===== config.mk =====
export PLATFORM = sky130hd
export DESIGN_NAME = pipeline_hazard_unit_flat
export DESIGN_NICKNAME = d
export VERILOG_FILES = /design/src/rtl/pipeline_hazard_unit_if.sv /design/src/rtl/pipeline_hazard_unit.sv /design/src/flat_wrapper.sv
export SDC_FILE = /design/constraint.sdc
export NUM_CORES = 1
export LEC_CHECK = 0
export BUFFER_PORTS_ARGS = -buffer_cell sky130_fd_sc_hd__buf_4
export CORE_UTILIZATION = 51
export DETAILED_ROUTE_END_ITERATION = 8
export PLACE_DENSITY = 0.84
export SYNTH_ARGS = -nofsm -noshare
export SYNTH_HDL_FRONTEND = slang
export SYNTH_SLANG_ARGS = --single-unit

===== constraint.sdc =====
create_clock -name clk -period 1.95 [get_ports clk]
set_input_delay 0.0975 -clock clk [delete_from_list [all_inputs] [get_ports clk]]
set_output_delay 0.0975 -clock clk [all_outputs]
set_load 0.02 [all_outputs]

===== src/rtl/pipeline_hazard_unit_if.sv =====
// Hazard-control bundle between the ID/EX pipeline control and the hazard unit.
// Optional feature macro: HAZARD_PERF_EN adds the perfLoadUse/perfFlush counters.
interface pipeline_hazard_unit_if #(
  parameter int REG_AW = 5
);
  // ID-stage instruction description
  logic              idValid;
  logic              idUsesRs1;
  logic              idUsesRs2;
  logic [REG_AW-1:0] idRs1;
  logic [REG_AW-1:0] idRs2;
  logic              idMemRead;
  logic [REG_AW-1:0] idRd;
  // EX-stage events
  logic              branchTaken;
  logic              mdBusy;
  // pipeline register controls
  logic              enPc;
  logic              enIfId;
  logic              enIdEx;
  logic              flushIfId;
  logic              flushIdEx;
  logic              loadUseStall;
`ifdef HAZARD_PERF_EN
  logic [31:0]       perfLoadUse;
  logic [31:0]       perfFlush;
`endif

  // pipeline side: describes the instructions, obeys the controls
  modport master (
    output idValid, idUsesRs1, idUsesRs2, idRs1, idRs2, idMemRead, idRd,
    output branchTaken, mdBusy,
`ifdef HAZARD_PERF_EN
    input  perfLoadUse, perfFlush,
`endif
    input  enPc, enIfId, enIdEx, flushIfId, flushIdEx, loadUseStall
  );

  // hazard unit side
  modport slave (
    input  idValid, idUsesRs1, idUsesRs2, idRs1, idRs2, idMemRead, idRd,
    input  branchTaken, mdBusy,
`ifdef HAZARD_PERF_EN
    output perfLoadUse, perfFlush,
`endif
    output enPc, enIfId, enIdEx, flushIfId, flushIdEx, loadUseStall
  );
endinterface


===== src/rtl/pipeline_hazard_unit.sv =====
// Scoreboard hazard controller for the 5-stage pipeline: load-use stalls via
// per-register countdown counters, taken-branch flushes, mul/div freezes.
// Optional feature macro: HAZARD_PERF_EN (stall/flush cycle counters).
module pipeline_hazard_unit #(
  parameter int REG_AW   = 5,
  parameter int LOAD_LAT = 1
) (
  input  logic                   clk,
  input  logic                   reset,
  pipeline_hazard_unit_if.slave  sb
);
  localparam int NREG = 1 << REG_AW;
  localparam int CW   = $clog2(LOAD_LAT + 1);

  logic [CW-1:0] w_cnt [NREG];
  logic          w_hz;
  logic          w_issue;
  logic          w_set_load;
  logic          w_en_pc, w_en_ifid, w_en_idex;
  logic          w_flush_ifid, w_flush_idex, w_stall;

  // x0 is never written, so its counter is permanently zero
  assign w_cnt[0] = '0;

  // A load only arms the scoreboard when it actually leaves ID
  assign w_set_load = w_issue && sb.idMemRead && (sb.idRd != '0);

  genvar gi;
  generate
    for (gi = 1; gi < NREG; gi++) begin : g_sb
      logic [CW-1:0] r_cnt;
      // Countdown per register: a new load reload wins over the decrement
      always_ff @(posedge clk) begin
        if (reset)
          r_cnt <= '0;
        else if (w_set_load && (sb.idRd == REG_AW'(gi)))
          r_cnt <= CW'(LOAD_LAT);
        else if (r_cnt != '0)
          r_cnt <= r_cnt - 1'b1;
      end
      assign w_cnt[gi] = r_cnt;
    end
  endgenerate

  assign w_hz = sb.idValid &&
                ((sb.idUsesRs1 && (sb.idRs1 != '0) && (w_cnt[sb.idRs1] != '0)) ||
                 (sb.idUsesRs2 && (sb.idRs2 != '0) && (w_cnt[sb.idRs2] != '0)));

  assign w_issue = sb.idValid && !reset && !sb.mdBusy && !sb.branchTaken && !w_hz;

  // Prioritised enable/flush decode: reset > freeze > branch flush > load-use > run
  always_comb begin
    w_en_pc      = 1'b1;
    w_en_ifid    = 1'b1;
    w_en_idex    = 1'b1;
    w_flush_ifid = 1'b0;
    w_flush_idex = 1'b0;
    w_stall      = 1'b0;
    if (reset) begin
      w_en_pc      = 1'b0;
      w_en_ifid    = 1'b0;
      w_en_idex    = 1'b0;
      w_flush_ifid = 1'b1;
      w_flush_idex = 1'b1;
    end else if (sb.mdBusy) begin
      // whole pipeline holds; EX re-presents any branch once unfrozen
      w_en_pc   = 1'b0;
      w_en_ifid = 1'b0;
      w_en_idex = 1'b0;
    end else if (sb.branchTaken) begin
      w_flush_ifid = 1'b1;
      w_flush_idex = 1'b1;
    end else if (w_hz) begin
      // hold PC and IF/ID, push a bubble into EX
      w_en_pc      = 1'b0;
      w_en_ifid    = 1'b0;
      w_flush_idex = 1'b1;
      w_stall      = 1'b1;
    end
  end

  assign sb.enPc         = w_en_pc;
  assign sb.enIfId       = w_en_ifid;
  assign sb.enIdEx       = w_en_idex;
  assign sb.flushIfId    = w_flush_ifid;
  assign sb.flushIdEx    = w_flush_idex;
  assign sb.loadUseStall = w_stall;

`ifdef HAZARD_PERF_EN
  logic [31:0] r_perf_load_use;
  logic [31:0] r_perf_flush;
  logic        w_branch_flush;

  assign w_branch_flush = !reset && !sb.mdBusy && sb.branchTaken;

  // Saturating counters of load-use stall cycles and branch-flush cycles
  always_ff @(posedge clk) begin
    if (reset) begin
      r_perf_load_use <= '0;
      r_perf_flush    <= '0;
    end else begin
      if (w_stall && (r_perf_load_use != 32'hFFFF_FFFF))
        r_perf_load_use <= r_perf_load_use + 32'd1;
      if (w_branch_flush && (r_perf_flush != 32'hFFFF_FFFF))
        r_perf_flush <= r_perf_flush + 32'd1;
    end
  end

  assign sb.perfLoadUse = r_perf_load_use;
  assign sb.perfFlush   = r_perf_flush;
`endif
endmodule


===== src/flat_wrapper.sv =====
// flat-port wrapper written by rule: the top's interface ports become plain ports
module pipeline_hazard_unit_flat 
#(
  parameter int REG_AW   = 5,
  parameter int LOAD_LAT = 1
)
  (clk, reset, sb_idValid, sb_idUsesRs1, sb_idUsesRs2, sb_idRs1, sb_idRs2, sb_idMemRead, sb_idRd, sb_branchTaken, sb_mdBusy, sb_enPc, sb_enIfId, sb_enIdEx, sb_flushIfId, sb_flushIdEx, sb_loadUseStall);
  pipeline_hazard_unit_if #(.REG_AW(REG_AW)) sb_i ();
  input  logic clk;
  input  logic reset;
  input wire logic [$bits(sb_i.idValid)-1:0] sb_idValid;
  input wire logic [$bits(sb_i.idUsesRs1)-1:0] sb_idUsesRs1;
  input wire logic [$bits(sb_i.idUsesRs2)-1:0] sb_idUsesRs2;
  input wire logic [$bits(sb_i.idRs1)-1:0] sb_idRs1;
  input wire logic [$bits(sb_i.idRs2)-1:0] sb_idRs2;
  input wire logic [$bits(sb_i.idMemRead)-1:0] sb_idMemRead;
  input wire logic [$bits(sb_i.idRd)-1:0] sb_idRd;
  input wire logic [$bits(sb_i.branchTaken)-1:0] sb_branchTaken;
  input wire logic [$bits(sb_i.mdBusy)-1:0] sb_mdBusy;
  output wire logic [$bits(sb_i.enPc)-1:0] sb_enPc;
  output wire logic [$bits(sb_i.enIfId)-1:0] sb_enIfId;
  output wire logic [$bits(sb_i.enIdEx)-1:0] sb_enIdEx;
  output wire logic [$bits(sb_i.flushIfId)-1:0] sb_flushIfId;
  output wire logic [$bits(sb_i.flushIdEx)-1:0] sb_flushIdEx;
  output wire logic [$bits(sb_i.loadUseStall)-1:0] sb_loadUseStall;
  assign sb_i.idValid = sb_idValid;
  assign sb_i.idUsesRs1 = sb_idUsesRs1;
  assign sb_i.idUsesRs2 = sb_idUsesRs2;
  assign sb_i.idRs1 = sb_idRs1;
  assign sb_i.idRs2 = sb_idRs2;
  assign sb_i.idMemRead = sb_idMemRead;
  assign sb_i.idRd = sb_idRd;
  assign sb_i.branchTaken = sb_branchTaken;
  assign sb_i.mdBusy = sb_mdBusy;
  assign sb_enPc = sb_i.enPc;
  assign sb_enIfId = sb_i.enIfId;
  assign sb_enIdEx = sb_i.enIdEx;
  assign sb_flushIfId = sb_i.flushIfId;
  assign sb_flushIdEx = sb_i.flushIdEx;
  assign sb_loadUseStall = sb_i.loadUseStall;
  pipeline_hazard_unit #(.REG_AW(REG_AW), .LOAD_LAT(LOAD_LAT)) u_core (.clk(clk), .reset(reset), .sb(sb_i));
endmodule

### Yosys cells after proc, flatten, opt, wreduce, memory -nomap -nowiden

Index checks and enable logic that the tools add are counted.

| operators by class | value |
|---|---|
| add/sub/neg operators | 31 |
| multipliers | 0 |
| divide/modulo/power cells | 0 |
| order comparisons | 2 |
| equality and inequality tests | 31 |
| shift operators | 0 |
| multiplexer cells | 84 |
| bitwise logic cells | 2 |
| reduce and logical (&&, ||, !) cells | 50 |

Operators with widths:

| cell | number |
|---|---|
| $mux W1 | 82 |
| $eq A5 B5 Y1 const B | 16 |
| $logic_and A1 B1 Y1 | 42 |
| $eq A5 B4 Y1 const B | 8 |
| $sub A1 B1 Y1 const B | 31 |
| $eq A5 B3 Y1 const B | 4 |
| $reduce_bool A5 Y1 | 3 |
| $ge A6 B6 Y1 const B | 2 |
| $not A5 Y6 | 2 |
| $bmux W1 S5 | 2 |
| $eq A5 B2 Y1 const B | 2 |
| $eq A5 B1 Y1 const B | 1 |
| $logic_not A1 Y1 | 4 |
| $logic_or A1 B1 Y1 | 1 |

| storage, ports and cells | value |
|---|---|
| flip-flop bits (word level) | 31 |
| latch bits | 0 |
| bits in writable memories | 0 |
| memory bits (read-only) | 0 |
| bits of input ports | 23 |
| output and inout port bits | 6 |
| logic and storage cells | 231 |
| memories | 0 |

### Depth between registers and ports, before layout

Gate-level depths: netlist (run 1).

| logic depth | value |
|---|---|
| depth in word-level cells | 13 |
| mapped depth | 9 |
| gate-level depth less buffers | 5 |

### Worst setup path before layout (run 1)

OpenSTA, ideal clock, no wires.

| timing | value |
|---|---|
| kind | reg2out |
| from | register u_core.g_sb[25].r_cnt |
| to | output sb_enPc |
| arrival time | 2.168 ns |
| required time | 1.852 ns |
| slack | -0.316 ns |
| cell stages (with the launch flop) | 9 |
| path buffers | 3 |
| cell sequence | dfxtp_1 -> mux4_1 -> and3b_2 -> a211o_1 -> a32o_1 -> buf_6 -> buf_12 -> a21boi_2 -> buf_4 |

| between the ends | value |
|---|---|
| longest elaborated chain between the ends | 10 |
| elaborated cells on any way between the ends | 14 |
| those cells by class | mux: 10; reduce/logical: 4 |

RTL lines:

| item | line | RTL |
|---|---|---|
| start: declaration | pipeline_hazard_unit.sv:31 | `logic [CW-1:0] r_cnt;` |
| start signal: assignment | pipeline_hazard_unit.sv:37 | `r_cnt <= CW'(LOAD_LAT);` |
| start signal: assignment | pipeline_hazard_unit.sv:39 | `r_cnt <= r_cnt - 1'b1;` |
| $bmux W1 S5 (on tied branches) | pipeline_hazard_unit.sv:46, pipeline_hazard_unit.sv:47 |  |
| $mux W1 (on tied branches) (2 in series) | pipeline_hazard_unit.sv:46, pipeline_hazard_unit.sv:47 |  |
| $logic_and A1 B1 Y1 (on tied branches) | pipeline_hazard_unit.sv:46, pipeline_hazard_unit.sv:47 |  |
| $logic_or A1 B1 Y1 (*) | pipeline_hazard_unit.sv:46 | `((sb.idUsesRs1 && (sb.idRs1 != '0) && (w_cnt[sb.idRs1] != '0)) \|\|` |
| $logic_and A1 B1 Y1 (*) | pipeline_hazard_unit.sv:45 | `assign w_hz = sb.idValid &&` |
| $mux W1 (*) (4 in series) | - |  |
| end: declaration | flat_wrapper.sv:20 | `output wire logic [$bits(sb_i.enPc)-1:0] sb_enPc;` |

Mark *: on every way between the ends. The rest lies on a longest branch, timed or not. The select of a mux whose other input is x is not followed.

### Worst setup path after layout (run 1)

| timing | value |
|---|---|
| from | register u_core.g_sb[27].r_cnt |
| to | output sb_flushIdEx |

| between the ends | value |
|---|---|
| longest elaborated chain between the ends | 10 |
| elaborated cells on any way between the ends | 14 |
| those cells by class | mux: 10; reduce/logical: 4 |

RTL lines:

| item | line | RTL |
|---|---|---|
| start: declaration | pipeline_hazard_unit.sv:31 |  |
| start signal: assignment | pipeline_hazard_unit.sv:37 |  |
| start signal: assignment | pipeline_hazard_unit.sv:39 |  |
| $bmux W1 S5 (on tied branches) | pipeline_hazard_unit.sv:46, pipeline_hazard_unit.sv:47 |  |
| $mux W1 (on tied branches) (2 in series) | pipeline_hazard_unit.sv:46, pipeline_hazard_unit.sv:47 |  |
| $logic_and A1 B1 Y1 (on tied branches) | pipeline_hazard_unit.sv:46, pipeline_hazard_unit.sv:47 |  |
| $logic_or A1 B1 Y1 (*) | pipeline_hazard_unit.sv:46 |  |
| $logic_and A1 B1 Y1 (*) | pipeline_hazard_unit.sv:45 |  |
| $mux W1 (*) | pipeline_hazard_unit.sv:73 | `end else if (w_hz) begin` |
| $mux W1 (*) | pipeline_hazard_unit.sv:70 | `end else if (sb.branchTaken) begin` |
| $mux W1 (*) | pipeline_hazard_unit.sv:65 | `end else if (sb.mdBusy) begin` |
| $mux W1 (*) | pipeline_hazard_unit.sv:59 | `if (reset) begin` |
| end: declaration | flat_wrapper.sv:24 | `output wire logic [$bits(sb_i.flushIdEx)-1:0] sb_flushIdEx;` |

Marked as above.

==> results.json, run 1 <==
{
  "run_status": "finished with violations",
  "failed_checks": "negative setup slack",
  "critPathLaunchType": "flop",
  "drv_slew": 0,
  "rr_startpoint": "u_core.g_sb[27].r_cnt$_SDFF_PP0_",
  "numCtsBuffers": 5,
  "slowest_stage": "mux4_2",
  "largest_reg_flops": 31,
  "synth_area_um2": 2000,
  "area_growth_pct": 17.2,
  "die_w_um": 64.6,
  "synth_edf_count": 0,
  "ir_drop_mv": 0.271,
  "cp.arrival_ns": 2.15,
  "final.min_clock_period_ns": 2.25,
  "final_cells": 265,
  "avgSynthCellArea_um2": 10.6,
  "synth_top_area_frac": 0.310,
  "tightestPinTransition_ns": 0.577,
  "firstDrtPassIters": 4,
  "grt_usage": 0.213,
  "yosysUniqueCellTypes": 45,
  "startpoint": "u_core.g_sb[27].r_cnt$_SDFF_PP0_",
  "ys_async_sr_fraction": 0,
  "yosysSeqAreaShare": 0.310,
  "timing.fmax_mhz": 445,
  "yosys-top-cells-area": "dfxtp_1 (31%), nor3_2 (14%), mux4_2 (9.0%)",
  "num_vias": 1484,
  "leakage_nw": 0.808,
  "viasPerCell": 5.60,
  "dpl_cell_area_um2": 2160,
  "synth-seq-cells": 31,
  "rsz0062_at_grt": "yes",
  "ioPinCount": 29,
  "worstPathRequired_ns": 1.85,
  "antenna_found_initial": 0,
  "worst_slack_ns": -0.296,
  "critical_path_class": "reg -> out",
  "crit_family": "compound AO/OA/AOI/OAI gates",
  "drtIter0Drc": 95,
  "synth_area_leader_cell": "dfxtp_1",
  "layout-drive-gt1-share": 0.465,
  "r2r_slack_ns": -0.25,
  "ys.warnings.count": 0,
  "hold_buffers": 0,
  "cap_violations": 0,
  "clock-root-buffer": "clkbuf_8",
  "htreeDepth": 2,
  "max_slew_margin": 0.615,
  "coreArea_um2": 3720,
  "post_drt_wl_per_cell_um": 15.2,
  "fin_nets": 239,
  "clk_latency_ns": 0.27,
  "r2r_cells": 8,
  "place_inst": 255,
  "top_regs": "u_core.g_sb.r_cnt: 31 flops",
  "clk_pin_slew_ns": 0.06,
  "grt_max_degree": 32,
  "holdCritStartpoint": "sb_idRd[2]",
  "overflow": 0,
  "dieArea_um2": 4180,
  "hp-class": "in -> reg",
  "crit_path_end_kind": "output port",
  "worstReg2RegEnd": "u_core.g_sb[6].r_cnt$_SDFF_PP0_",
  "whs_endpoint": "u_core.g_sb[12].r_cnt$_SDFF_PP0_",
  "utilization": 0.631,
  "cts_max_path_buffers": 2,
  "n_fill_cell": 308,
  "routed_wirelength_um": 4020,
  "die_y_um": 64.6,
  "synth_ff_type": "dfxtp_1",
  "cts.sinks": 31,
  "fin_skew_ns": 0.00336,
  "setup_viol": 35,
  "syn-num-nets": 211,
  "hold_viol": 0,
  "ant_nets": 0,
  "hold_depth": 3,
  "row_count": 22,
  "cpPeakStageDelay_ns": 0.47,
  "place_congestion": 0.794,
  "design_area_um2": 2340,
  "grt_pass1_wl_um": 6720,
  "start_util": 0.538,
  "port_buffers": 28,
  "synthCells": 188,
  "path_buf_inv": 1,
  "cts_tree": "built",
  "finalCritPeriodShare": 1.15,
  "setup-tns-final_ns": -5.98,
  "diodes": 0,
  "power_density_nw_per_um2": 566,
  "drc": 0,
  "top_register": "u_core.g_sb.r_cnt",
  "crit_chain": "mux4_2 -> and3b_2 -> a211o_1 -> a32o_2 -> o31a_1 -> buf_6",
  "grt_pass1_vias": 1447,
  "dp_slack_ns": -0.106,
  "cp_max_fo": 4,
  "place_hpwl_um": 3050
}
cells in the mapped netlist (2+ instances only):
cell type and count:
dfxtp_1 31, nor4_2 3, mux4_2 8, mux4_1 3
clkbuf_1 4, nand2_1 23, nor3_2 28, nand3b_1 4
nor2_1 5, nand3_1 15, buf_6 2, and2_1 3
and2b_2 2, nor3_1 4, o21bai_1 2, nor2b_1 5
mux2i_1 7, clkdlybuf4s25_2 3, clkbuf_8 2, nor3b_1 2
buf_12 3, buf_4 4, nand2b_1 3
placed cells by master (no fill, tap or decap), types with 4 or more instances in the layout:
cell type	instances
nand2_1	23
dfxtp_1	30
nand3_1	14
mux2i_1	7
nor3_2	20
nor3_4	8
buf_6	4
buf_4	35
clkbuf_8	5
nor2b_1	5
nor2_1	5
mux4_2	10
nor3_1	4
nand3b_1	4
power by group:
group	total [W]	switching [W]	internal [W]
clock	0.000454	0.000205	0.000249
combinational	0.000237	0.000130	0.000107
sequential	0.000634	0.000000318	0.000634
total	0.00133	0.000335	0.000991
per-stage QoR:
step	hold slack, ns	total power, W
global route	0.131	0.00139
CTS	0.114	0.00133
floorplan	0.243	0.000809
detailed placement	0.404	0.000861
finish	0.120	0.00133
global placement	0.407	0.000859
worst register-to-register path, cell delays in order (launching register included):
cell	delay (ns)
dfxtp_1	0.31
mux4_2	0.47
and3b_2	0.21
a211o_1	0.22
a32o_2	0.28
buf_4	0.18
buf_6	0.12
buf_8	0.15
nor3_2	0.20
what timing repair did:
action	in CTS	in global routing
pin swaps	1	0
resized for setup	9	10
endpoints found under the hold margin	0	0
setup endpoints to repair	33	35
buffers inserted	2	0
kinds of logic after synthesis:
family / synth area share
simple gates: 0.345
flops: 0.310
buf+inv: 0.102
mux: 0.178
compound gates: 0.0645
metal layers:
metal | GRT usage | up-vias | wire (um)
li1 | - | 745 | -
met1 | 0.270 | 675 | 1800
met5 | 0 | - | 0
met4 | 0.122 | 0 | 95
met2 | 0.351 | 57 | 1930
met3 | 0.0229 | 7 | 185
worst max path at each step:
stage | to | slack, ns | cells past startpoint
after CTS | sb_flushIdEx | -0.30 | 6
after detailed placement | u_core.g_sb[25].r_cnt$_SDFF_PP0_ | -0.11 | 6
after global placement | u_core.g_sb[25].r_cnt$_SDFF_PP0_ | -0.06 | 6
after global routing | sb_flushIdEx | -0.37 | 6
final | sb_flushIdEx | -0.30 | 6
after floorplan | sb_enPc | -0.15 | 8
cell type report:
cell class                      count  area (um^2)  share of cell area
Tap cell                           48         60.1              0.0256
Clock inverter                      1         5.00             0.00214
Sequential cell                    31          622               0.265
Multi-Input combinational cell    136         1230               0.526
Clock buffer                        7         76.3              0.0326
Inverter                            1         3.75             0.00160
Timing Repair Buffer               41          343               0.146
Power figures use the tool's default switching activity.
==> run 2, diff against run 1 <==
--- a/config.mk
+++ b/config.mk
@@ -6,9 +6,9 @@
 export NUM_CORES = 1
 export LEC_CHECK = 0
 export BUFFER_PORTS_ARGS = -buffer_cell sky130_fd_sc_hd__buf_4
-export CORE_UTILIZATION = 51
+export CORE_UTILIZATION = 45
 export DETAILED_ROUTE_END_ITERATION = 8
-export PLACE_DENSITY = 0.84
+export PLACE_DENSITY = 0.74
 export SYNTH_ARGS = -nofsm -noshare
 export SYNTH_HDL_FRONTEND = slang
 export SYNTH_SLANG_ARGS = --single-unit
==> constraint.sdc (replaced) <==
create_clock -name clk -period 2.2 [get_ports clk]
set_input_delay 0.11 -clock clk [delete_from_list [all_inputs] [get_ports clk]]
set_output_delay 0.11 -clock clk [all_outputs]
set_load 0.02 [all_outputs]
==> run 2 against run 1 <==
Against the previous run: the run still ends with negative setup slack left; total power fell by 12%; global-route usage fell by 1.9 points; register-to-register slack improved by 0.35 ns; final cell count fell by 0.75%; non-clock buffer count fell by 4; die area rose by 13%; first-iteration DRC count fell by 47%; count of clock-buffer cells in the layout did not move; clock skew rose by 0.0023 ns; critical path depth did not move; via count did not move; wire length fell by 1.7%.
==> results.json, run 2 (synthesized netlist as in run 1, its figures left out) <==
{
  "run_status": "finished with violations",
  "failed_checks": "negative setup slack",
  "firstDrtPassIters": 4,
  "final.min_clock_period_ns": 2.26,
  "crit_chain": "mux4_2 -> and3b_2 -> a211o_1 -> a32o_2 -> o31a_1 -> buf_6",
  "htreeDepth": 2,
  "row_count": 23,
  "top_regs": "u_core.g_sb.r_cnt: 31 flops",
  "regArea_um2": 624,
  "clk_pin_slew_ns": 0.06,
  "finalCritPeriodShare": 1.03,
  "timing.fmax_mhz": 442,
  "ioPinCount": 29,
  "fin_skew_ns": 0.00571,
  "fin_nets": 235,
  "post_drt_wl_per_cell_um": 15.0,
  "dpl_cell_area_um2": 2120,
  "use_met3": 0.0247,
  "drc": 0,
  "place_congestion": 0.758,
  "slowest_stage": "mux4_2",
  "hold_ws_ns": 0.129,
  "top_register": "u_core.g_sb.r_cnt",
  "cp_max_fo": 5,
  "clock_power_share": 0.347,
  "grt_pass1_wl_um": 6610,
  "design_area_um2": 2280,
  "dp_slack_ns": 0.0130,
  "numCtsBuffers": 5,
  "path_buf_inv": 1,
  "worstPathRequired_ns": 2.09,
  "final_common_cell": "buf_4",
  "overflow": 0,
  "critical_path_class": "reg -> out",
  "met2_usage": 0.288,
  "clk_latency_ns": 0.27,
  "viasPerCell": 5.64,
  "clock-root-buffer": "clkbuf_8",
  "die_y_um": 68.7,
  "hold_viol": 0,
  "setup_viol": 3,
  "grt_max_degree": 32,
  "area_growth_pct": 13.8,
  "max_slew_margin": 0.585,
  "dieArea_um2": 4710,
  "port_buffers": 28,
  "crit_path_end_kind": "output port",
  "cts_max_path_buffers": 2,
  "coreArea_um2": 4140,
  "switching_share": 0.253,
  "cts.sinks": 31,
  "power_density_nw_per_um2": 511,
  "drtIter0Drc": 50,
  "ant_nets": 0,
  "power.switching_w": 0.000294,
  "n_fill_cell": 361,
  "top_usage_layer": "met2",
  "multi_input_area_um2": 1210,
  "diodes": 0,
  "drv_slew": 0,
  "ir_drop_mv": 0.336,
  "pwr-share-comb": 0.170,
  "cp.arrival_ns": 2.15,
  "seqPwrFrac": 0.483,
  "layout_common_cells": "buf_4 (32), dfxtp_1 (28), nor3_2 (26)",
  "p_int_w": 0.000869,
  "antenna_found_initial": 0,
  "place_hpwl_um": 3040,
  "worst_slack_ns": -0.0650,
  "tightestPinTransition_ns": 0.621,
  "cts_tree": "built",
  "crit_family": "compound AO/OA/AOI/OAI gates",
  "grt_usage": 0.194,
  "rsz0062_at_grt": "yes",
  "routed_wirelength_um": 3950,
  "globalRouteMet1Util": 0.279,
  "start_util": 0.482,
  "hp-class": "in -> reg",
  "largest_reg_flops": 31,
  "critPathLaunchType": "flop",
  "grt_pass1_vias": 1346,
  "cap_violations": 0,
  "num_vias": 1484,
  "layout-drive-gt1-share": 0.465,
  "die_w_um": 68.7,
  "cpPeakStageDelay_ns": 0.45,
  "leakage_nw": 0.775
}
==> run 2: cell types whose count changed in the layout (fill, tap and decap cells not counted), moves of 2 or more <==
cell	delta
buf_4	-3
dfxtp_1	-2
dfxtp_2	+2
nor3_2	+6
nor3_4	-6
==> run 2: area by class of cell <==
| type | count | share of cell area |
|---|---|---|
| inverter | 1 | 0.00165 |
| sequential | 31 | 0.274 |
| tap | 50 | 0.0275 |
| multi-input combinational | 136 | 0.531 |
| clock buffer | 7 | 0.0335 |
| timing repair buffer | 37 | 0.130 |
| clock inverter | 1 | 0.00220 |
==> run 2: power groups by stage <==
stage / sequential (W) / clock, W / combinational [W]
2_1_floorplan: 0.000574 / 0 / 0.000141
3_3_place_gp: 0.000575 / 0 / 0.000180
3_5_place_dp: 0.000575 / 0 / 0.000182
4_1_cts: 0.000562 / 0.000412 / 0.000199
5_1_grt: 0.000562 / 0.000446 / 0.000214
6_report: 0.000562 / 0.000404 / 0.000197
==> run 2: metal layers <==
metal,up-vias,routed length [um]
met1,696,1860
met5,-,0
met3,7,159
met2,46,1870
li1,735,-
met4,0,68
==> run 2: final timing paths <==
path	slack [ns]	cells past startpoint	end	startpoint
setup / recovery	-0.06	6	sb_flushIdEx	u_core.g_sb[27].r_cnt$_SDFF_PP0_
setup reg to reg	0.10	7	u_core.g_sb[20].r_cnt$_SDFF_PP0_	u_core.g_sb[27].r_cnt$_SDFF_PP0_
hold reg to reg	1.10	6	u_core.g_sb[4].r_cnt$_SDFF_PP0_	u_core.g_sb[21].r_cnt$_SDFF_PP0_
hold / removal	0.13	3	u_core.g_sb[12].r_cnt$_SDFF_PP0_	sb_idRd[2]
==> run 2: worst min-delay path, cell delays in order <==
cell and delay [ns]:
buf_4 0.14, nand3_1 0.08, nor4_2 0.04
==> run 2: per-stage QoR <==
stage	utilization	TNS (ns)	std cells	power (W)
after global placement	0.512	0	251	0.000755
after global routing	0.549	-0.457	263	0.00122
after floorplan	-	0	188	0.000716
final	0.549	-0.171	263	0.00116
after CTS	0.549	-0.436	263	0.00117
after detailed placement	0.512	0	251	0.000757
==> run 2: what timing repair did <==
action                     in CTS  in global routing
hold buffers                    0                  0
buffers inserted                4                  1
gates cloned                    0                  0
gates resized for setup        14                  2
setup endpoints to repair       4                 16
pin swaps                       5                  4
